## src/rtl/program_store_if.sv

```systemverilog
// Load stream, status and instruction fetch signals between the program loader
// and its neighbours.
interface program_store_if #(
  parameter int unsigned ADDR_W = 5
);
  logic              load_start;
  logic              load_valid;
  logic [7:0]        load_data;
  logic              load_last;
  logic              load_ready;
  logic              load_done;
  logic [ADDR_W:0]   prog_length;
  logic [1:0]        state;
  logic              cpu_reset;
  logic [7:0]        instruction_address;
  logic [7:0]        instruction;

  modport slave (
    input  load_start, load_valid, load_data, load_last, instruction_address,
    output load_ready, load_done, prog_length, state, cpu_reset, instruction
  );

  modport master (
    output load_start, load_valid, load_data, load_last, instruction_address,
    input  load_ready, load_done, prog_length, state, cpu_reset, instruction
  );
endinterface

```

## src/rtl/program_store.sv

```systemverilog
// Flop-based instruction memory with a valid/ready program loader; holds the
// core in reset until a program has been loaded.
module program_store #(
  parameter int unsigned DEPTH  = 32,
  parameter int unsigned ADDR_W = 5,
  parameter logic [7:0]  FILL   = 8'hC3
) (
  input  logic          oscillator,
  input  logic          reset,
  program_store_if.slave bus
);

  localparam int unsigned LEN_W = ADDR_W + 1;
  localparam logic [ADDR_W-1:0] LAST_IDX  = ADDR_W'(DEPTH - 1);
  localparam logic [LEN_W-1:0]  LEN_MAX   = LEN_W'(DEPTH);
  localparam logic [8:0]        ADDR_LIM  = 9'(DEPTH);

  typedef enum logic [1:0] {
    ST_IDLE = 2'b00,
    ST_LOAD = 2'b01,
    ST_RUN  = 2'b10
  } state_t;

  state_t            state_q,  state_d;
  logic [ADDR_W-1:0] wr_ptr_q, wr_ptr_d;
  logic [LEN_W-1:0]  len_q,    len_d;
  logic              ready_q,  ready_d;
  logic              done_q,   done_d;
  logic              cpu_rst_q, cpu_rst_d;
  logic [7:0]        mem_q [DEPTH];
  logic [7:0]        mem_d [DEPTH];

  // State register and storage
  always_ff @(posedge oscillator or posedge reset) begin
    if (reset) begin
      state_q   <= ST_IDLE;
      wr_ptr_q  <= '0;
      len_q     <= '0;
      ready_q   <= 1'b0;
      done_q    <= 1'b0;
      cpu_rst_q <= 1'b1;
      mem_q     <= '{default: FILL};
    end else begin
      state_q   <= state_d;
      wr_ptr_q  <= wr_ptr_d;
      len_q     <= len_d;
      ready_q   <= ready_d;
      done_q    <= done_d;
      cpu_rst_q <= cpu_rst_d;
      mem_q     <= mem_d;
    end
  end

  // Next-state, storage update and registered output values
  always_comb begin
    state_d   = state_q;
    wr_ptr_d  = wr_ptr_q;
    len_d     = len_q;
    ready_d   = 1'b0;
    done_d    = 1'b0;
    cpu_rst_d = 1'b1;
    mem_d     = mem_q;

    unique case (state_q)
      ST_IDLE: begin
        if (bus.load_start) begin
          state_d  = ST_LOAD;
          wr_ptr_d = '0;
          len_d    = '0;
          ready_d  = 1'b1;
          mem_d    = '{default: FILL};
        end
      end

      ST_LOAD: begin
        ready_d = 1'b1;
        if (bus.load_valid && ready_q) begin
          mem_d[wr_ptr_q] = bus.load_data;
          if (len_q != LEN_MAX) len_d = len_q + LEN_W'(1);
          // The final entry ends the load, so the pointer never wraps.
          if (bus.load_last || (wr_ptr_q == LAST_IDX)) begin
            state_d   = ST_RUN;
            ready_d   = 1'b0;
            done_d    = 1'b1;
            cpu_rst_d = 1'b0;
          end else begin
            wr_ptr_d = wr_ptr_q + ADDR_W'(1);
          end
        end
      end

      ST_RUN: begin
        cpu_rst_d = 1'b0;
        if (bus.load_start) begin
          state_d   = ST_LOAD;
          wr_ptr_d  = '0;
          len_d     = '0;
          ready_d   = 1'b1;
          cpu_rst_d = 1'b1;
          mem_d     = '{default: FILL};
        end
      end

      default: state_d = ST_IDLE;
    endcase
  end

  assign bus.state       = state_q;
  assign bus.load_ready  = ready_q;
  assign bus.load_done   = done_q;
  assign bus.prog_length = len_q;
  assign bus.cpu_reset   = cpu_rst_q;

  // Zero-latency fetch; addresses beyond the storage read the halt word
  assign bus.instruction = ({1'b0, bus.instruction_address} < ADDR_LIM)
                           ? mem_q[bus.instruction_address[ADDR_W-1:0]]
                           : FILL;

endmodule

```

## src/flat_wrapper.sv

```systemverilog
// flat-port wrapper written by rule: the top's interface ports become plain ports
module program_store_flat 
#(
  parameter int unsigned DEPTH  = 32,
  parameter int unsigned ADDR_W = 5,
  parameter logic [7:0]  FILL   = 8'hC3
)
  (oscillator, reset, bus_load_start, bus_load_valid, bus_load_data, bus_load_last, bus_instruction_address, bus_load_ready, bus_load_done, bus_prog_length, bus_state, bus_cpu_reset, bus_instruction);
  program_store_if #(.ADDR_W(ADDR_W)) bus_i ();
  input  logic oscillator;
  input  logic reset;
  input wire logic [$bits(bus_i.load_start)-1:0] bus_load_start;
  input wire logic [$bits(bus_i.load_valid)-1:0] bus_load_valid;
  input wire logic [$bits(bus_i.load_data)-1:0] bus_load_data;
  input wire logic [$bits(bus_i.load_last)-1:0] bus_load_last;
  input wire logic [$bits(bus_i.instruction_address)-1:0] bus_instruction_address;
  output wire logic [$bits(bus_i.load_ready)-1:0] bus_load_ready;
  output wire logic [$bits(bus_i.load_done)-1:0] bus_load_done;
  output wire logic [$bits(bus_i.prog_length)-1:0] bus_prog_length;
  output wire logic [$bits(bus_i.state)-1:0] bus_state;
  output wire logic [$bits(bus_i.cpu_reset)-1:0] bus_cpu_reset;
  output wire logic [$bits(bus_i.instruction)-1:0] bus_instruction;
  assign bus_i.load_start = bus_load_start;
  assign bus_i.load_valid = bus_load_valid;
  assign bus_i.load_data = bus_load_data;
  assign bus_i.load_last = bus_load_last;
  assign bus_i.instruction_address = bus_instruction_address;
  assign bus_load_ready = bus_i.load_ready;
  assign bus_load_done = bus_i.load_done;
  assign bus_prog_length = bus_i.prog_length;
  assign bus_state = bus_i.state;
  assign bus_cpu_reset = bus_i.cpu_reset;
  assign bus_instruction = bus_i.instruction;
  program_store #(.DEPTH(DEPTH), .ADDR_W(ADDR_W), .FILL(FILL)) u_core (.oscillator(oscillator), .reset(reset), .bus(bus_i));
endmodule
```

## config.mk

```make
export PLATFORM = sky130hd
export DESIGN_NAME = program_store_flat
export DESIGN_NICKNAME = d
export VERILOG_FILES = /design/src/rtl/program_store_if.sv /design/src/rtl/program_store.sv /design/src/flat_wrapper.sv
export SDC_FILE = /design/constraint.sdc
export NUM_CORES = 1
export LEC_CHECK = 0
export CAP_MARGIN = 40
export CORE_MARGIN = 1
export CORE_UTILIZATION = 40
export DETAILED_ROUTE_END_ITERATION = 8
export GPL_TIMING_DRIVEN = 0
export PLACE_DENSITY = 0.63
export SYNTH_ARGS = -nofsm -noshare
export SYNTH_HDL_FRONTEND = slang
export SYNTH_SLANG_ARGS = --single-unit
```

## constraint.sdc

```tcl
create_clock -name oscillator -period 23 [get_ports oscillator]
set_clock_uncertainty 0.05 [all_clocks]
set_input_delay 5.75 -clock oscillator [delete_from_list [all_inputs] [get_ports oscillator]]
set_output_delay 5.75 -clock oscillator [all_outputs]
set_load 0.01 [all_outputs]
```

==> metrics.txt <==
setup_tns=0 ps; Slew Viols, Final=0; max frequency=66.7 MHz; buffers added on ports=37; Slew HR=34.4%; Tmin final=15000 ps; # H-tree levels=1; TritonCTS clock tree=done; DRT iter0 DRCs=1581; kind of end point of the critical path=primary output; CTS clk-pin slew, worst paths=60 ps; first-pass GRT wire length=80600 um; Worst Hold Slack=459 ps; hold endpoint=u_core.mem_q[54]$_DFFE_PP1P_; Synth cell types=52; initial antenna violation count=0; FILL cells=3447; Main synth FF type=dfrtp_1; die width=197 um; final critical-path share of the clock period=65.2%; # DRC=0; Hold Crit Depth=1; die area=38700 sq um; vias post-DR=13200; Core Area=37000 sq um; FFs w/ async S/R, synth=100%; Post-CTS Resized=0; routability cong.=0.956; Max IR drop VDD=79.4 uV; RSZ-0062 raised after global routing=false; Yosys reg bits=272; Mapped Area=15200 sq um; Arrival @ worst endpoint=9200 ps; number of global-route vias before repair=12900; buffer depth of the longest clock path=3; hold_buf cts=0; most frequent cells in the layout=165 x a22oi_1, 143 x dfrtp_1, 129 x o22ai_1, 129 x dfstp_2; Clk Latency, worst-skew pair=590 ps; FF-to-FF setup slack=19850 ps; Avg Inst Size Synth=11.2 sq um; Layout Cells excl Fill=1965; Total Wirelength=52400 um; commonest non-fill, non-tap cell in the layout=a22oi_1; GR Overflow Total=0; Synth Instances=1360; DRT Pass-1 Iters=5; pre-CTS WS=8110 ps; Worst R2R Start=u_core.bus.state[0]$_DFFE_PP0P_; Post-Syn Nets=1392; Leak=6.40 nW; CTS buffer count=31; Max Cap Violations=0; chip height=197 um; final hold vios=0; area delta synth->final=13.8%; detailed placer's ending HPWL=37600 um; number of routed nets with antenna violations=0; FF-to-FF End=u_core.mem_q[95]$_DFFE_PP1P_; fin nets=1468; clk root buf=clkbuf_16; worst-path fanout max=10; # IOs=40; Final WS setup=8000 ps; Row Count=70; share of cells above drive strength 1=18.1%; number of synthesized flops with an enable pin=0; min-delay src=u_core.mem_q[54]$_DFFE_PP1P_; setup bufs post-CTS=0; clk sink count=272; Slew @ Worst Pin=971 ps; Critical Path Source Type=input port; post-synthesis sequential area ratio=45.9%; Worst Reg-to-Reg Cells=8; largest net degree at the start of global routing=100; Hold Path Class=reg -> reg; Synth Warn #=0; GRT Util Overall=27.1%; Initial Util=41.0%; Avg WL per Cell=26.7 um; Cells after DPL=1907; WP data required=17200 ps; diode count=0; DR vias/cell=6.70; P per Cell Area=133 nW/um^2; critical path class=in -> out; post-route design area=17300 sq um; final setup violation count=0; Post-Place Cell Area=16300 sq um; status=completed
==> per-layer routing <==
| layer | track usage (%) | wire (um) | up-vias |
|---|---|---|---|
| met3 | 4.07 | 3770 | 125 |
| met2 | 42.5 | 24200 | 618 |
| met5 | 0 | 0 | - |
| li1 | - | - | 5728 |
| met1 | 38.0 | 22400 | 6701 |
| met4 | 10.2 | 1990 | 0 |
==> metrics by stage <==
stage | total power, mW | utilization (%)
3_5_place_dp | 1.78 | 44.0
4_1_cts | 2.28 | 46.7
3_3_place_gp | 1.75 | 43.8
2_1_floorplan | 1.48 | -
5_1_grt | 2.41 | 46.7
6_report | 2.29 | 46.7
==> how the worst max path moves through the flow <==
stage | startpoint | endpoint | slack (ps) | cells past startpoint
2_1_floorplan | reset | u_core.bus.load_done$_DFF_PP0_ | 9920 | 1
3_3_place_gp | reset | u_core.mem_q[202]$_DFFE_PP0P_ | 6080 | 2
3_5_place_dp | bus_instruction_address[0] | bus_instruction[1] | 8110 | 8
4_1_cts | bus_instruction_address[0] | bus_instruction[1] | 8080 | 8
5_1_grt | bus_instruction_address[0] | bus_instruction[1] | 7970 | 8
6_report | bus_instruction_address[0] | bus_instruction[1] | 8000 | 9
==> logic make-up (layout without fill, tap and decap cells) <==
| family | after synthesis | in the layout | synth area share, % |
|---|---|---|---|
| AOI/OAI and AO/OA | 604 | 604 | 30.5 |
| DFF | 272 | 272 | 45.9 |
| and+or+nand+nor | 199 | 199 | 8.52 |
| buffers and inverters | 156 | 257 | 4.31 |
| muxes | 116 | 116 | 9.73 |
| adders and majority gates | 11 | 11 | 0.907 |
| xor gates and xnor gates | 2 | 2 | 0.115 |
==> synthesized netlist by cell type, types with 22 or more instances <==
library cell / instances / area [sq um]
a22oi_1: 165 / 1240
dfrtp_1: 143 / 3580
dfstp_2: 129 / 3390
o22ai_1: 129 / 807
a2bb2oi_1: 128 / 1120
o2bb2ai_1: 128 / 1120
clkbuf_1: 95 / 357
mux2i_1: 89 / 891
nor3_1: 40 / 200
or3_1: 33 / 206
buf_2: 28 / 140
mux4_2: 25 / 563
a21oi_1: 22 / 110
nand2_1: 22 / 82.6
==> where the power goes <==
part	total, mW	switching [mW]	internal (mW)	leakage (nW)
registers	0.825	0.139	0.686	3.33
clock network	0.495	0.211	0.284	0.494
logic	0.972	0.569	0.403	2.58
total	2.29	0.920	1.37	6.40
==> critical path, cell delays in order <==
cell	delay, ps
clkdlybuf4s50_1	670
buf_4	320
nor2b_1	70
clkbuf_1	260
clkbuf_1	410
a22oi_1	340
a21oi_1	180
o41ai_1	540
clkdlybuf4s50_1	640
==> flip-flops by register name (all words and copies together), names as in the netlist <==
name	cells
u_core.wr_ptr_q	5
u_core.bus.load_ready	1
u_core.bus.cpu_reset	1
u_core.bus.prog_length	6
u_core.mem_q	256
u_core.bus.state	2
u_core.bus.load_done	1
==> area by class of cell <==
type | instances | area (sq um) | share of cell area, %
repair buffers | 43 | 450 | 2.61
multi-input cells | 932 | 7550 | 43.7
inverters | 8 | 37.5 | 0.217
well taps | 504 | 631 | 3.65
plain buffers | 148 | 624 | 3.62
flip-flops and latches | 272 | 6970 | 40.4
clock inverters | 6 | 40.0 | 0.232
clock buffers | 52 | 965 | 5.59
No activity file was read; power rests on OpenSTA's default activity.
